### config.mk
export PLATFORM = sky130hd
export DESIGN_NAME = kf_hv_stream_serializer
export DESIGN_NICKNAME = d
export VERILOG_FILES = /design/src/rtl/kf_hv_stream_serializer.sv
export SDC_FILE = /design/constraint.sdc
export NUM_CORES = 1
export LEC_CHECK = 0
export BUFFER_PORTS_ARGS = -buffer_cell sky130_fd_sc_hd__buf_2
export CAP_MARGIN = 0
export CELL_PAD_IN_SITES_DETAIL_PLACEMENT = 1
export CELL_PAD_IN_SITES_GLOBAL_PLACEMENT = 2
export CORE_MARGIN = 2
export CORE_UTILIZATION = 30
export DETAILED_ROUTE_END_ITERATION = 6
export PLACE_DENSITY_LB_ADDON = 0.1
export SLEW_MARGIN = 10
export SYNTH_ARGS = -nofsm -noshare
export SYNTH_HDL_FRONTEND = slang
export SYNTH_SLANG_ARGS = --single-unit
### constraint.sdc
create_clock -name clk -period 2.43 [get_ports clk]
set_clock_uncertainty 0.2 [all_clocks]
set_input_delay 0.3645 -clock clk [delete_from_list [all_inputs] [get_ports clk]]
set_output_delay 0.3645 -clock clk [all_outputs]
set_load 0.02 [all_outputs]
### src/rtl/kf_hv_stream_serializer.sv
// Double-buffered hypervector operand serializer: parallel A/B word pairs in,
// two lock-step LSB-first bit streams out with vector framing and counters.
module kf_hv_stream_serializer #(
   parameter int unsigned HYPERVEC_DIM = 8192,
   parameter int unsigned WORD_WIDTH   = 64,
   parameter int unsigned VCOUNT_WIDTH = 16
) (
   input  logic                    clk,
   input  logic                    rst,
   input  logic [WORD_WIDTH-1:0]   word_a,
   input  logic [WORD_WIDTH-1:0]   word_b,
   input  logic                    word_valid,
   output logic                    word_ready,
   input  logic                    abort,
   output logic                    bit_a,
   output logic                    bit_b,
   output logic                    bit_valid,
   input  logic                    out_ready,
   output logic                    vec_start,
   output logic                    vec_last,
   output logic                    underrun_err,
   output logic [VCOUNT_WIDTH-1:0] vec_count
);

   localparam int unsigned WORDS_PER_VEC = HYPERVEC_DIM / WORD_WIDTH;
   localparam int unsigned BIDX_W = $clog2(WORD_WIDTH);
   localparam int unsigned WIDX_W = (WORDS_PER_VEC > 1) ? $clog2(WORDS_PER_VEC) : 1;
   localparam logic [BIDX_W-1:0] BIDX_LAST = BIDX_W'(WORD_WIDTH - 1);
   localparam logic [WIDX_W-1:0] WIDX_LAST = WIDX_W'(WORDS_PER_VEC - 1);

   if (WORD_WIDTH < 2 || (WORD_WIDTH & (WORD_WIDTH - 1)) != 0) begin : g_bad_word_width
      $error("WORD_WIDTH must be a power of two and at least 2");
   end
   if (HYPERVEC_DIM == 0 || (HYPERVEC_DIM % WORD_WIDTH) != 0) begin : g_bad_dim
      $error("HYPERVEC_DIM must be a non-zero multiple of WORD_WIDTH");
   end

   logic [WORD_WIDTH-1:0]   shift_a_q, shift_a_d, shift_b_q, shift_b_d;
   logic [WORD_WIDTH-1:0]   hold_a_q, hold_a_d, hold_b_q, hold_b_d;
   logic                    shift_full_q, shift_full_d;
   logic                    hold_full_q, hold_full_d;
   logic [BIDX_W-1:0]       bit_idx_q, bit_idx_d;
   logic [WIDX_W-1:0]       word_idx_q, word_idx_d;
   logic                    underrun_q, underrun_d;
   logic [VCOUNT_WIDTH-1:0] vec_count_q, vec_count_d;

   logic accept, consume, word_done, shift_free;

   assign word_ready   = !hold_full_q && !rst && !abort;
   assign bit_valid    = shift_full_q;
   assign bit_a        = shift_a_q[0];
   assign bit_b        = shift_b_q[0];
   assign vec_start    = shift_full_q && (word_idx_q == '0) && (bit_idx_q == '0);
   assign vec_last     = shift_full_q && (word_idx_q == WIDX_LAST) && (bit_idx_q == BIDX_LAST);
   assign underrun_err = underrun_q;
   assign vec_count    = vec_count_q;

   assign accept     = word_valid && word_ready;
   assign consume    = shift_full_q && out_ready;
   assign word_done  = bit_idx_q == BIDX_LAST;
   // SHIFT may be refilled in the same cycle its final bit is taken: no bubble.
   assign shift_free = !shift_full_q || (consume && word_done);

   always_comb begin
      shift_a_d    = shift_a_q;
      shift_b_d    = shift_b_q;
      hold_a_d     = hold_a_q;
      hold_b_d     = hold_b_q;
      shift_full_d = shift_full_q;
      hold_full_d  = hold_full_q;
      bit_idx_d    = bit_idx_q;
      word_idx_d   = word_idx_q;
      underrun_d   = underrun_q;
      vec_count_d  = vec_count_q;

      if (abort) begin
         shift_a_d    = '0;
         shift_b_d    = '0;
         hold_a_d     = '0;
         hold_b_d     = '0;
         shift_full_d = 1'b0;
         hold_full_d  = 1'b0;
         bit_idx_d    = '0;
         word_idx_d   = '0;
         underrun_d   = 1'b0;
      end else begin
         if (consume) begin
            shift_a_d = shift_a_q >> 1;
            shift_b_d = shift_b_q >> 1;
            if (word_done) begin
               bit_idx_d = '0;
               if (word_idx_q == WIDX_LAST) begin
                  word_idx_d  = '0;
                  vec_count_d = vec_count_q + 1'b1;
               end else begin
                  word_idx_d = word_idx_q + 1'b1;
               end
            end else begin
               bit_idx_d = bit_idx_q + 1'b1;
            end
         end

         if (shift_free) begin
            if (hold_full_q) begin
               shift_a_d    = hold_a_q;
               shift_b_d    = hold_b_q;
               shift_full_d = 1'b1;
               hold_full_d  = accept;
               if (accept) begin
                  hold_a_d = word_a;
                  hold_b_d = word_b;
               end
            end else if (accept) begin
               shift_a_d    = word_a;
               shift_b_d    = word_b;
               shift_full_d = 1'b1;
            end else begin
               shift_full_d = 1'b0;
            end
         end else if (accept) begin
            hold_a_d    = word_a;
            hold_b_d    = word_b;
            hold_full_d = 1'b1;
         end

         // Starved after the vector began; idle at (0,0) is legitimate.
         if (!shift_full_q && ((word_idx_q != '0) || (bit_idx_q != '0))) begin
            underrun_d = 1'b1;
         end
      end
   end

   always_ff @(posedge clk) begin
      if (rst) begin
         shift_a_q    <= '0;
         shift_b_q    <= '0;
         hold_a_q     <= '0;
         hold_b_q     <= '0;
         shift_full_q <= 1'b0;
         hold_full_q  <= 1'b0;
         bit_idx_q    <= '0;
         word_idx_q   <= '0;
         underrun_q   <= 1'b0;
         vec_count_q  <= '0;
      end else begin
         shift_a_q    <= shift_a_d;
         shift_b_q    <= shift_b_d;
         hold_a_q     <= hold_a_d;
         hold_b_q     <= hold_b_d;
         shift_full_q <= shift_full_d;
         hold_full_q  <= hold_full_d;
         bit_idx_q    <= bit_idx_d;
         word_idx_q   <= word_idx_d;
         underrun_q   <= underrun_d;
         vec_count_q  <= vec_count_d;
      end
   end

endmodule

==> results.md <==
| Item | This run |
| --- | --- |
| Run status | finished with violations |
| Violations in the final reports | negative setup slack |
| Count of maximum capacitance violations | 0 |
| Most used flip-flop cell after synthesis | dfxtp_1 |
| Nets@finish | 2,230 |
| Global-route wire length before repair | 72.4 mm |
| CTS buffer count | 37 |
| Total of buffers placed on input and output ports | 155 |
| EDFF count, synth | 0 |
| Syn Inst Count | 1,887 |
| Layout cell share with drive strength beyond 1 | 13.6% |
| Antenna violations before repair | 1 |
| Yosys Warn Count | 0 |
| Post-route cell area | 0.0174 mm^2 |
| Aggregate global routing overflow | 0 |
| Worst setup path startpoint | bit_idx_q[0]$_SDFFE_PP0P_ |
| Horiz. Die Dim | 215 um |
| Routed length per instance | 16.0 um |
| Uppermost layer routed | met4 |
| Slowest CP cell | or4b_4 |
| Static power due to leakage | 6.25 nW |
| Sequential standard cell area | 0.00578 mm^2 |
| 1st-pass router iterations | 4 |
| Clock slew at the register clock pins of the worst setup and hold paths | 0.06 ns |
| Vias in the first global route | 13,922 |
| Share of synthesized registers carrying an async set or reset | 0% |
| Count of endpoints failing hold in the final timing report | 0 |
| Vias per cell | 4.93 |
| Final period util | 104% |
| Area of the mapped netlist | 0.0133 mm^2 |
| Post-detailed-route count of antenna-violating nets | 0 |
| Total negative slack | -0.114 ns |
| Element type at the critical path end | primary output |
| CORE AREA | 0.0440 mm^2 |
| Critical-path cell list | ha_4, and4_4, or4b_4, nor2_4, buf_6 |
| Number of setup violations in the final report | 3 |
| Critical path launch point type | register |
| Power density relative to cell area | 640 mW/mm^2 |
| # H-tree levels | 2 |
| Max-slew violation count | 0 |
| Number of violations reported at the end of detailed-routing iteration 0 | 617 |
| Required time of the critical path | 1.87 ns |
| Worst hold start | rst |
| Die outline area | 0.0461 mm^2 |
| Slowest stage delay, CP | 0.50 ns |
| Worst IR Drop VDD | 0.000356 V |
| Overall power after layout | 11.1 mW |
| Clock tree from TritonCTS | done |
| Largest fanout on the critical path | 2 |
| Post-synthesis sequential area ratio | 43.3% |
| Post-synthesis cell type with the largest combined area | dfxtp_1 |
| Count of vias placed by the detailed router | 13,351 |
| Worst endpoint data arrival time | 1.96 ns |
| Area after DPL | 0.0147 mm^2 |
| Worst-case clock buffer depth | 3 |
| Actual slew at the worst max-slew pin | 0.576 ns |
| Worst hold path type | input port to register |
| Final wirelength | 43.4 mm |
| Wire length on met3 | 1.13 mm |
| RSZ-0062 raised after global routing | true |
| Root cell of the clock tree | clkbuf_16 |
| Clock period minus final worst setup slack | 2.53 ns |
| Biggest area contributors in the synthesized netlist | dfxtp_1 43%, nand2_1 15%, o21ai_0 9.7% |
| Fill cells | 5,388 |
| I/O pins | 156 |
| Remaining routing DRC violations | 0 |
| Met1 Wirelength | 21.0 mm |
| DPL Wire Length | 24.6 mm |
| Insertion delay to the later sink of the worst-skew pair | 0.53 ns |
| WL met2 | 20.6 mm |
| Reg2Reg Launch Point | bit_idx_q[0]$_SDFFE_PP0P_ |
| Distinct cell type count after synthesis | 37 |
| Number of sinks on the clock net | 288 |
| Starting utilization of the core area | 30.2% |
| Global placement routability congestion | 0.703 |
| Portion of synthesized cell area occupied by the leading cell type | 43.3% |
| Worst slack, placed | -0.0371 ns |
| Synth Net Count | 2,025 |
| Post-route setup slack | -0.0988 ns |
| Critical path class | register to primary output |
| Synthesis-stage register bit count | 288 |
| Relative slew slack | 61.6% |
| Footprint of the multi-input gates | 0.00696 mm^2 |
| Highest clock frequency the design can meet | 0.395 GHz |
| Pin count of the biggest net entering global routing | 141 |
| Leading cell type in the layout, fill and taps excluded | nand2_1 |
| Commonest non-fill, non-tap cells in the layout | 522 x nand2_1, 282 x dfxtp_1, 258 x o21ai_0, 152 x buf_2, 149 x a21oi_1 |
| Area Overhead vs Synth | 30.5% |
| Overall track demand over capacity in global routing | 18.8% |
| FP Rows | 77 |
| Mean instance size in the synthesized netlist | 7.05 um^2 |
| Chip Height | 215 um |
per-stage QoR:
step	hold slack, ns	cells	util (%)
final	0.0750	2710	39.5
after global routing	0.0817	2710	39.5
after CTS	0.0520	2705	39.2
after detailed placement	0.248	2503	33.4
after global placement	0.236	2503	33.4
after floorplan	0.229	1887	-
state kept, by name, indices dropped and copies added (netlist names):
signal        count
bit_idx_q         6
bit_valid         1
hold_a_q         64
hold_b_q         64
hold_full_q       1
shift_a_q        64
shift_b_q        64
underrun_err      1
vec_count        16
word_idx_q        7
repair_timing:
action / 4_1_cts / 5_1_grt
setup endpoints to repair: 3 / 29
resized for setup: 16 / 16
setup buffers: 10 / 3
hold endpoints to repair: 128 / 0
hold buffers: 128 / 0
pin swaps: 6 / 10
cloned: 0 / 1
layer usage:
metal  GRT usage [%]  up-vias
met5               0        -
met4            5.05        0
met3            2.54       51
met2            32.9      131
met1            24.2     6421
li1                -     6748
cell usage after synthesis, types with 3 or more instances:
cell type,count
nand2_1,523
dfxtp_1,288
o21ai_0,258
a21oi_1,152
nor2_1,141
clkbuf_1,130
nor2b_1,128
a31oi_1,127
buf_2,25
or4_1,14
nand4_1,12
o31ai_1,12
inv_1,11
nand3_1,7
or3_1,7
buf_4,6
buf_1,5
ha_1,5
o21ai_1,5
xor2_1,5
and4_1,3
nor3_1,3
final cells by class:
cell class	instances	share of cell area, %
Tap cell	592	4.26
Antenna cell	1	0.0144
Timing Repair Buffer	333	15.5
Inverter	11	0.252
Clock buffer	59	6.38
Multi-Input combinational cell	1421	40.1
Clock inverter	5	0.288
Sequential cell	288	33.2
path summary, 6_finish.rpt:
check | slack [ns] | endpoint | depth (start not counted)
min | 0.07 | vec_count[2]$_SDFFE_PP0P_ | 3
max reg2reg | -0.01 | vec_count[4]$_SDFFE_PP0P_ | 7
min reg2reg | 0.25 | hold_b_q[37]$_SDFFE_PP0P_ | 2
max | -0.1 | vec_last | 5
power by group:
part           internal (mW)  switching, mW  total, mW
Clock                   3.21           2.13       5.34
Sequential              4.79         0.0352       4.83
Combinational          0.411          0.541      0.952
Total                   8.42           2.70       11.1
critical path: cells and delay by family, from the launching register on:
| family | cells | cell delay [ns] |
|---|---|---|
| fa+ha+maj | 1 | 0.13 |
| flops | 1 | 0.35 |
| simple gates | 3 | 0.83 |
| buf+inv | 1 | 0.12 |
cell families (layout without fill, tap and decap cells):
logic type | count (synthesis) | in the layout | synth area share [%]
AO/OA/AOI/OAI | 558 | 558 | 22.6
XOR/XNOR | 7 | 7 | 0.461
adder cells (fa/ha/maj) | 5 | 5 | 0.470
buffers and inverters | 178 | 408 | 5.48
flip-flops | 288 | 288 | 43.3
multiplexers | 1 | 1 | 0.0752
other | 0 | 1 | 0
AND/OR/NAND/NOR | 850 | 850 | 27.7
Power figures use the tool's default switching activity.
